File: config.mk
export PLATFORM = sky130hd
export DESIGN_NAME = sdram_rom_linebuf
export DESIGN_NICKNAME = d
export VERILOG_FILES = /design/src/rtl/sdram_pkg.sv /design/src/rtl/sdram_linebuf_store.sv /design/src/rtl/sdram_rom_linebuf.sv
export SDC_FILE = /design/constraint.sdc
export NUM_CORES = 1
export LEC_CHECK = 0
export BUFFER_PORTS_ARGS = -buffer_cell sky130_fd_sc_hd__buf_2
export CORE_MARGIN = 3
export CORE_UTILIZATION = 37
export CTS_CLUSTER_DIAMETER = 60
export CTS_CLUSTER_SIZE = 14
export DETAILED_ROUTE_END_ITERATION = 8
export HOLD_SLACK_MARGIN = 0.15
export SETUP_SLACK_MARGIN = 0.5
export SYNTH_ARGS = -nofsm -noshare
export SYNTH_HDL_FRONTEND = slang
export SYNTH_HIERARCHICAL = 1
export SYNTH_SLANG_ARGS = --single-unit
File: constraint.sdc
create_clock -name clk -period 4.5 [get_ports clk]
set_clock_uncertainty 0.1 [all_clocks]
set_input_delay 0.225 -clock clk [delete_from_list [all_inputs] [get_ports clk]]
set_output_delay 0.225 -clock clk [all_outputs]
set_load 0.005 [all_outputs]
File: src/rtl/sdram_pkg.sv
// Shared constants, state type and halfword select helper for the channel-1 line buffer.
package sdram_pkg;
  localparam int HW_W      = 16;
  localparam int LINE_W    = 64;
  // Channel-1 bursts are 8-byte aligned: 3 byte-address LSBs, 2 halfword-address LSBs.
  localparam int CH1_ALIGN = 3;
  localparam int OFF_W     = CH1_ALIGN - 1;

  typedef enum logic [1:0] {IDLE, RD_WAIT, RD_FILL, WR_WAIT} linebuf_state_t;

  // Pick halfword off (narrow) or {off+1, off} (wide) from a line; never crosses lines.
  function automatic logic [31:0] hw_sel(input logic [LINE_W-1:0] line,
                                         input logic [OFF_W-1:0]  off,
                                         input logic              wide);
    logic [OFF_W-1:0] off1;
    off1   = off + 2'd1;
    hw_sel = {wide ? line[{off1, 4'b0} +: HW_W] : 16'h0, line[{off, 4'b0} +: HW_W]};
  endfunction
endpackage

File: src/rtl/sdram_linebuf_store.sv
// Direct-mapped tag/valid/data arrays: combinational lookup, fill, halfword merge, flush.
module sdram_linebuf_store
  import sdram_pkg::*;
#(
  parameter int LINES = 4,
  parameter int IDX_W = $clog2(LINES),
  parameter int TAG_W = 26 - OFF_W - IDX_W
) (
  input  logic              clk,
  input  logic              rst_n,
  input  logic [IDX_W-1:0]  lk_idx,
  input  logic [TAG_W-1:0]  lk_tag,
  output logic              lk_hit,
  output logic [LINE_W-1:0] lk_line,
  input  logic              fill_en,
  input  logic [IDX_W-1:0]  fill_idx,
  input  logic [TAG_W-1:0]  fill_tag,
  input  logic [LINE_W-1:0] fill_line,
  input  logic              fill_valid,
  input  logic              wr_en,
  input  logic [IDX_W-1:0]  wr_idx,
  input  logic [TAG_W-1:0]  wr_tag,
  input  logic [OFF_W-1:0]  wr_off,
  input  logic [HW_W-1:0]   wr_data,
  input  logic              flush
);
  logic [LINES-1:0][LINE_W-1:0] data;
  logic [LINES-1:0][TAG_W-1:0]  tag;
  logic [LINES-1:0]             valid;

  assign lk_hit  = valid[lk_idx] && (tag[lk_idx] == lk_tag);
  assign lk_line = data[lk_idx];

  // Fill, then merge, then flush: a flush in the same cycle always leaves every line invalid.
  always_ff @(posedge clk or negedge rst_n) begin
    if (!rst_n) begin
      data  <= '0;
      tag   <= '0;
      valid <= '0;
    end else begin
      if (fill_en) begin
        data[fill_idx]  <= fill_line;
        tag[fill_idx]   <= fill_tag;
        valid[fill_idx] <= fill_valid;
      end
      if (wr_en && valid[wr_idx] && (tag[wr_idx] == wr_tag))
        data[wr_idx][{wr_off, 4'b0} +: HW_W] <= wr_data;
      if (flush)
        valid <= '0;
    end
  end
endmodule

File: src/rtl/sdram_rom_linebuf.sv
// ROM read cache in front of SDRAM channel 1: one burst per miss, writes pass through
// and are merged into a resident line so later hits see the patched data.
module sdram_rom_linebuf
  import sdram_pkg::*;
#(
  parameter int LINES = 4,
  parameter int IDX_W = $clog2(LINES)
) (
  input  logic        clk,
  input  logic        init_n,
  input  logic [25:0] cpu_addr,
  input  logic        cpu_req,
  input  logic        cpu_rnw,
  input  logic        cpu_wide,
  input  logic [15:0] cpu_din,
  output logic [31:0] cpu_dout,
  output logic        cpu_ack,
  output logic        cpu_busy,
  input  logic        flush,
  output logic [25:0] ch1_addr,
  output logic [15:0] ch1_din,
  output logic        ch1_req,
  output logic        ch1_rnw,
  input  logic [63:0] ch1_dout,
  input  logic        ch1_ready
);
  localparam int TAG_W = 26 - OFF_W - IDX_W;

  linebuf_state_t    state;
  logic [25:0]       req_addr;
  logic              req_wide;
  logic [31:0]       dout_q;
  logic              fill_flushed;
  logic              lk_hit;
  logic [LINE_W-1:0] lk_line;
  logic              accept;

  assign accept = cpu_req && !cpu_busy && (state == IDLE);

  // The burst's top halfword only settles in RD_FILL, so the fill cycle reads the bus directly.
  assign cpu_dout = (state == RD_FILL) ? hw_sel(ch1_dout, req_addr[OFF_W-1:0], req_wide) : dout_q;

  sdram_linebuf_store #(.LINES(LINES), .IDX_W(IDX_W), .TAG_W(TAG_W)) u_store (
    .clk        (clk),
    .rst_n      (init_n),
    .lk_idx     (cpu_addr[OFF_W +: IDX_W]),
    .lk_tag     (cpu_addr[25 -: TAG_W]),
    .lk_hit     (lk_hit),
    .lk_line    (lk_line),
    .fill_en    (state == RD_FILL),
    .fill_idx   (req_addr[OFF_W +: IDX_W]),
    .fill_tag   (req_addr[25 -: TAG_W]),
    .fill_line  (ch1_dout),
    .fill_valid (!(flush || fill_flushed)),
    .wr_en      ((state == WR_WAIT) && ch1_ready),
    .wr_idx     (req_addr[OFF_W +: IDX_W]),
    .wr_tag     (req_addr[25 -: TAG_W]),
    .wr_off     (req_addr[OFF_W-1:0]),
    .wr_data    (ch1_din),
    .flush      (flush)
  );

  // Request FSM; ch1 address/data/rnw are only reloaded on acceptance so they hold until ready.
  always_ff @(posedge clk or negedge init_n) begin
    if (!init_n) begin
      state        <= IDLE;
      req_addr     <= '0;
      req_wide     <= 1'b0;
      dout_q       <= '0;
      fill_flushed <= 1'b0;
      cpu_ack      <= 1'b0;
      cpu_busy     <= 1'b0;
      ch1_addr     <= '0;
      ch1_din      <= '0;
      ch1_req      <= 1'b0;
      ch1_rnw      <= 1'b0;
    end else begin
      ch1_req <= 1'b0;
      cpu_ack <= 1'b0;
      if (cpu_ack) cpu_busy <= 1'b0;
      case (state)
        IDLE: if (accept) begin
          cpu_busy     <= 1'b1;
          req_addr     <= cpu_addr;
          req_wide     <= cpu_wide;
          fill_flushed <= 1'b0;
          if (cpu_rnw && lk_hit) begin
            dout_q  <= hw_sel(lk_line, cpu_addr[OFF_W-1:0], cpu_wide);
            cpu_ack <= 1'b1;
          end else if (cpu_rnw) begin
            ch1_addr <= {cpu_addr[25:OFF_W], {OFF_W{1'b0}}};
            ch1_rnw  <= 1'b1;
            ch1_req  <= 1'b1;
            state    <= RD_WAIT;
          end else begin
            ch1_addr <= cpu_addr;
            ch1_din  <= cpu_din;
            ch1_rnw  <= 1'b0;
            ch1_req  <= 1'b1;
            state    <= WR_WAIT;
          end
        end
        RD_WAIT: begin
          if (flush) fill_flushed <= 1'b1;
          if (ch1_ready) begin
            cpu_ack <= 1'b1;
            state   <= RD_FILL;
          end
        end
        RD_FILL: begin
          dout_q <= hw_sel(ch1_dout, req_addr[OFF_W-1:0], req_wide);
          state  <= IDLE;
        end
        WR_WAIT: if (ch1_ready) begin
          cpu_ack <= 1'b1;
          state   <= IDLE;
        end
        default: state <= IDLE;
      endcase
    end
  end
endmodule

After elaboration in Yosys (flattened, before gate mapping)
Index checks and enable logic that the tools add are counted.

Output and inout port bits: 78. Bits of input ports: 113. Word-level logic and storage cells: 120. Flip-flop bits (word level): 456.

Reductions and logical operators: 22. Add/sub/neg operators: 3. Shifts and indexed selects: 6. Bitwise operators: 2. Magnitude comparators: 3. Mux-type cells: 53. Equal/unequal tests: 11.

Operators by type and width (count): bitwise mux 256 bit (2); 2-to-1 mux 256 bit (2); demux 64 bit (select 2 bit) (2); variable part select 64 x 7 -> 16 bit (4); 2-to-1 mux 64 bit (3); binary-select mux 64 bit (select 2 bit) (1); 2-to-1 mux 32 bit (3); binary-select mux 22 bit (select 2 bit) (2); bitwise mux 88 bit (1); 2-to-1 mux 22 bit (3); one-hot mux 32 bit (2 select lines) (1); variable shift 16 x 8 -> 64 bit (first input constant) (1); variable part select 16 x 8 -> 64 bit (1); demux 22 bit (select 2 bit) (1); equality test 22 bit (2); 2-to-1 mux 16 bit (2); 2-to-1 mux 1 bit (15); 2-to-1 mux 2 bit (6); inequality test 2 bit (second input constant) (5); AND reduction 3 bit (3); logical AND 1 bit (8); 2-to-1 mux 4 bit (2); negator 6 -> 8 bit (1); one-hot mux 2 bit (4 select lines) (1); other kinds (18) (28).

Depth between registers and ports, before layout
Depth after elaboration: 8. Depth in mapped cells: 12. Depth with buffers taken out: 9.

Hierarchy
The synthesis kept the hierarchy.

Modules (own cells, without submodules): sdram_linebuf_store (area an instance 19602.6 µm², seq. area each 8708.4 µm², times used 1, cells each 1451); sdram_rom_linebuf (area an instance 6130.9 µm², seq. area each 2702.6 µm², times used 1, cells each 599).

Worst setup path before layout
OpenSTA, ideal clock, no wires.

Path kind: input to register. From: input port cpu_addr[2]. To: register ch1_addr[22]. Data arrival time: 3278 ps. Library setup time: 125 ps. Setup slack: 997 ps. Data required time: 4275 ps. Path buffers: 3. Stages: 11. Path through: clkbuf_1 > buf_1 > mux4_2 > xor2_1 > nor4_1 > nand4_1 > nor3_1 > nand2_1 > nand2_2 > buf_2 > mux2_2.

Cells in the longest elaborated chain, start to end: 7. Elaborated cells on any way between the ends: 9. Those cells by class: 1 x eq/ne; 4 x mux; 1 x bitwise; 3 x reduce/logical.

RTL lines: start, declared (RTL line sdram_rom_linebuf.sv:11) `input logic [25:0] cpu_addr,`; binary-select mux 22 bit (select 2 bit) (RTL line sdram_linebuf_store.sv:31) `assign lk_hit = valid[lk_idx] && (tag[lk_idx] == lk_tag);`; 2-to-1 mux 22 bit (not written as such) (RTL line sdram_linebuf_store.sv:31); equality test 22 bit (RTL line sdram_linebuf_store.sv:31); logical AND 1 bit (*) (RTL line sdram_linebuf_store.sv:31); named net lk_hit (RTL line sdram_rom_linebuf.sv:34) `logic lk_hit;`; logical AND 1 bit (*) (RTL line sdram_rom_linebuf.sv:87) `if (cpu_rnw && lk_hit) begin`; inverter 1 bit (no source line) (*); AND reduction 3 bit (no source line) (*); end signal, assigned (RTL line sdram_rom_linebuf.sv:91) `ch1_addr <= {cpu_addr[25:OFF_W], {OFF_W{1'b0}}};`; end signal, assigned (RTL line sdram_rom_linebuf.sv:96) `ch1_addr <= cpu_addr;`; end, declared (RTL line sdram_rom_linebuf.sv:20) `output logic [25:0] ch1_addr,`.

The timed path passes the listed nets; every way through them passes the cells marked *. The select of a mux whose other input is x is not followed. A chain may end at the register's enable or synchronous reset.

Worst setup path after layout
From: register req_addr[3]. To: register u_store/data[140] in the netlist's numbering.

Cells in the longest elaborated chain, start to end: 8. Elaborated cells on any way between the ends: 18. Those cells by class: 2 x order compare; 1 x eq/ne; 12 x mux; 3 x reduce/logical.

RTL lines: start, declared (RTL line sdram_rom_linebuf.sv:30) `logic [25:0] req_addr;`; start signal, assigned (RTL line sdram_rom_linebuf.sv:84) `req_addr <= cpu_addr;`; less-than comparator 2 x 3 -> 1 bit (not written as such) / greater-or-equal comparator 2 x 1 -> 1 bit (equally long branches) (RTL line sdram_linebuf_store.sv:42, sdram_linebuf_store.sv:47); logical AND 1 bit (not written as such) (RTL line sdram_linebuf_store.sv:42, sdram_linebuf_store.sv:47); 2-to-1 mux 64 bit (not written as such) (RTL line sdram_linebuf_store.sv:42) `data[fill_idx] <= fill_line;`; demux 64 bit (select 2 bit); bitwise mux 256 bit (RTL line sdram_linebuf_store.sv:42); 2-to-1 mux 256 bit (RTL line sdram_linebuf_store.sv:41) `if (fill_en) begin`; bitwise mux 256 bit (RTL line sdram_linebuf_store.sv:47) `data[wr_idx][{wr_off, 4'b0} +: HW_W] <= wr_data;`; 2-to-1 mux 256 bit (*) (RTL line sdram_linebuf_store.sv:46) `if (wr_en && valid[wr_idx] && (tag[wr_idx] == wr_tag))`; end signal, assigned by index (RTL line sdram_linebuf_store.sv:42); end signal, assigned by index (RTL line sdram_linebuf_store.sv:47); end, declared (RTL line sdram_linebuf_store.sv:27) `logic [LINES-1:0][LINE_W-1:0] data;`.

Every way passes the cells marked *; elsewhere a longest branch is shown, timed or not. The select of a mux whose other input is x is not followed.

==> metrics <==
Rel. slew slack=0.114; clk slew on worst S/H paths=0.07 ns; Mapped Area=0.0257 mm2; power per cell area=661 mW/mm2; top cells by count, synth=mux2i_1 (501), dfrtp_1 (456), mux2_2 (201); I/O pins=191; first-pass GRT wire length=123,000 um; DR pass1 iterations=5; Critical Path Max Stage Delay=0.95 ns; largest net degree at the start of global routing=112; Bufs on Longest Clock Path=3; crit path launch type=flip-flop; Final Hold Viols=0; fin crit share=0.853; Hold Crit Class=in -> async; synth unique cells=64; asr flop ratio synth=1.00; Gate power share=0.420; Area growth syn-to-layout=18.0%; Synth Area in XOR/XNOR=0.0170; post-synthesis compound-gate area fraction=0.0704; clock group share of total power=0.194; fin nets=2,421; CP max FO=64; Cells after Synth=2,050; vias=18.6k; TritonCTS buffer count=47; slowest CP cell=a2111o_2; Final setup viols=0; post-route ant nets=0; setup_tns=0 ns; CP top delay family=compound AO/OA/AOI/OAI gates; DP Wirelength=51,500 um; dominant synthesized flop cell=dfrtp_1; sw power=0.00756 W; sequential fraction of the synthesis area=0.443; max-slew violations=0; syn nets=2,167; CTS root buf=clkbuf_16; WS Path Type=reg -> reg; DRT Wirelength=80,100 um; WL/cell=24.5 um; actual slew at the worst max-slew pin=1.33 ns; P_int=0.0125 W; Cells after DPL=3,061; clock sink count=456; vias in the first global route=19.9k; Synth Area in Simple Gates=0.0596; register share of total power=0.385; Yosys top cell area share=0.443; die area=0.0727 mm2; Max Cap Viol=0; mux cell area share after synthesis=0.375; Max Clock Freq=0.261 GHz; Worst EP arrival=4.18 ns; Synth Warn #=6; Post-synth EDFFs=0; Pleak=14.9 nW; status=completed; worst vdd ir=0.390 mV; GRT overflow=0; Buffers on Ports=190; register bit count reported by yosys=456; Vias/cell=5.69; cell taking the most area after synthesis=dfrtp_1; CP Buf/Inv Count=1; CTS tree=done; RSZ-0062 raised after global routing=no; DIE HEIGHT=270 um; initial DRC count=1,370; adder-cell share of the synthesized area=0.00194; most common cell in the synthesized netlist=mux2i_1; Net Sw Frac=0.376; die extent in x=270 um; postcts setup bufs=0; H-tree Lvls=2; Clk Latency, worst-skew pair=0.59 ns; worst hold slack=0.218 ns; row count=96; gpl congestion=0.843; Crit path required time=4.84 ns; Overall Global Routing Usage=0.217; crit path time final=3.84 ns; Final Util=0.442; synth top area cells=dfrtp_1 (44%), mux2i_1 (19%), mux2_2 (8.8%), mux4_2 (8.8%), nand2_1 (2.2%); largest family of logic cells by synthesized area=multiplexers; Core Box Area=0.0687 mm2; Initial Utilization=0.375; Crit. End Element=flip-flop; DRC errors left=0; initial antenna violation count=3; average size of a mapped cell=12.6 um2; Finished Layout Cells=3,267; crit-path cells=buf_4 -> mux4_2 -> xnor2_1 -> nand4_1 -> a2111o_2 -> o31ai_1 -> o21ai_0; share of cells above drive strength 1=0.281
==> power groups by stage <==
| stage | clock network [W] | logic [W] | registers [W] |
|---|---|---|---|
| after floorplan | 0 | 0.00607 | 0.00709 |
| after global placement | 0 | 0.00799 | 0.00764 |
| after detailed placement | 0 | 0.00823 | 0.00779 |
| after CTS | 0.00401 | 0.00845 | 0.00772 |
| after global routing | 0.00417 | 0.00917 | 0.00798 |
| final | 0.00390 | 0.00844 | 0.00774 |
==> layout by cell type, fill, tap and decap left out, types with 39 or more instances in the layout <==
cell           count
a21oi_1           49
buf_2            187
buf_4             39
clkbuf_16         47
dfrtp_1          453
dlygate4sd3_1    125
mux2_2           201
mux2i_1          501
mux4_2           100
nand2_1          149
nor2_1            41
o21ai_0           60
o31ai_1           64
==> what timing repair did <==
action / in CTS / in global routing
resized for setup: 0 / 1
setup endpoints to repair: 0 / 24
endpoints found under the hold margin: 437 / 0
hold buffers: 125 / 0
==> metrics by stage <==
stage                     total power [W]  worst slack [ns]  instance area, um2
after floorplan                    0.0132             0.997               25700
after global placement             0.0156             0.688               27600
after detailed placement           0.0160             0.560               27600
after CTS                          0.0202             0.696               30400
after global routing               0.0213             0.531               30400
final                              0.0201             0.661               30400
==> final timing paths <==
| path | start | endpoint | slack, ns | cells past startpoint |
|---|---|---|---|---|
| setup / recovery | req_addr[3] | u_store/data[140] | 0.66 | 7 |
| hold / removal | init_n | u_store/data[10] | 0.22 | 2 |
| setup reg to reg | req_addr[3] | u_store/data[140] | 0.66 | 7 |
| min in group clk | cpu_addr[3] | ch1_addr[3] | 0.25 | 2 |
| hold reg to reg | cpu_ack | cpu_busy | 0.37 | 1 |
| max in group asynchronous | init_n | dout_q[2] | 2.89 | 3 |
==> flip-flops by register name, summed over array words and instances, names as in the netlist, 2 cells and up <==
signal and flops:
state 2, u_store/valid 4, req_addr 26, u_store/data 256, ch1_addr 26, dout_q 32, u_store/tag 88, ch1_din 16
==> area by class of cell <==
type                       count  area, um2
fill                        6357      38300
multi-input combinational   1427      13600
sequential                   456      11400
timing repair buffer         361       2670
clock buffer                  57       1270
tap                          931       1160
clock inverter                21        230
inverter                      11       41.3
antenna                        3       7.51
==> per-layer routing <==
layer	GRT usage	wire [um]
met5	0	0
met4	0.0697	2510
met1	0.287	34500
met3	0.0298	3830
met2	0.367	39200
==> kinds of logic after synthesis <==
| family | count (synthesis) |
|---|---|
| and+or+nand+nor | 284 |
| adders and majority gates | 4 |
| buffers and inverters | 167 |
| muxes | 811 |
| AOI/OAI and AO/OA | 278 |
| xor gates and xnor gates | 50 |
| DFF | 456 |
Note: power is estimated with default switching activity, not from simulation.
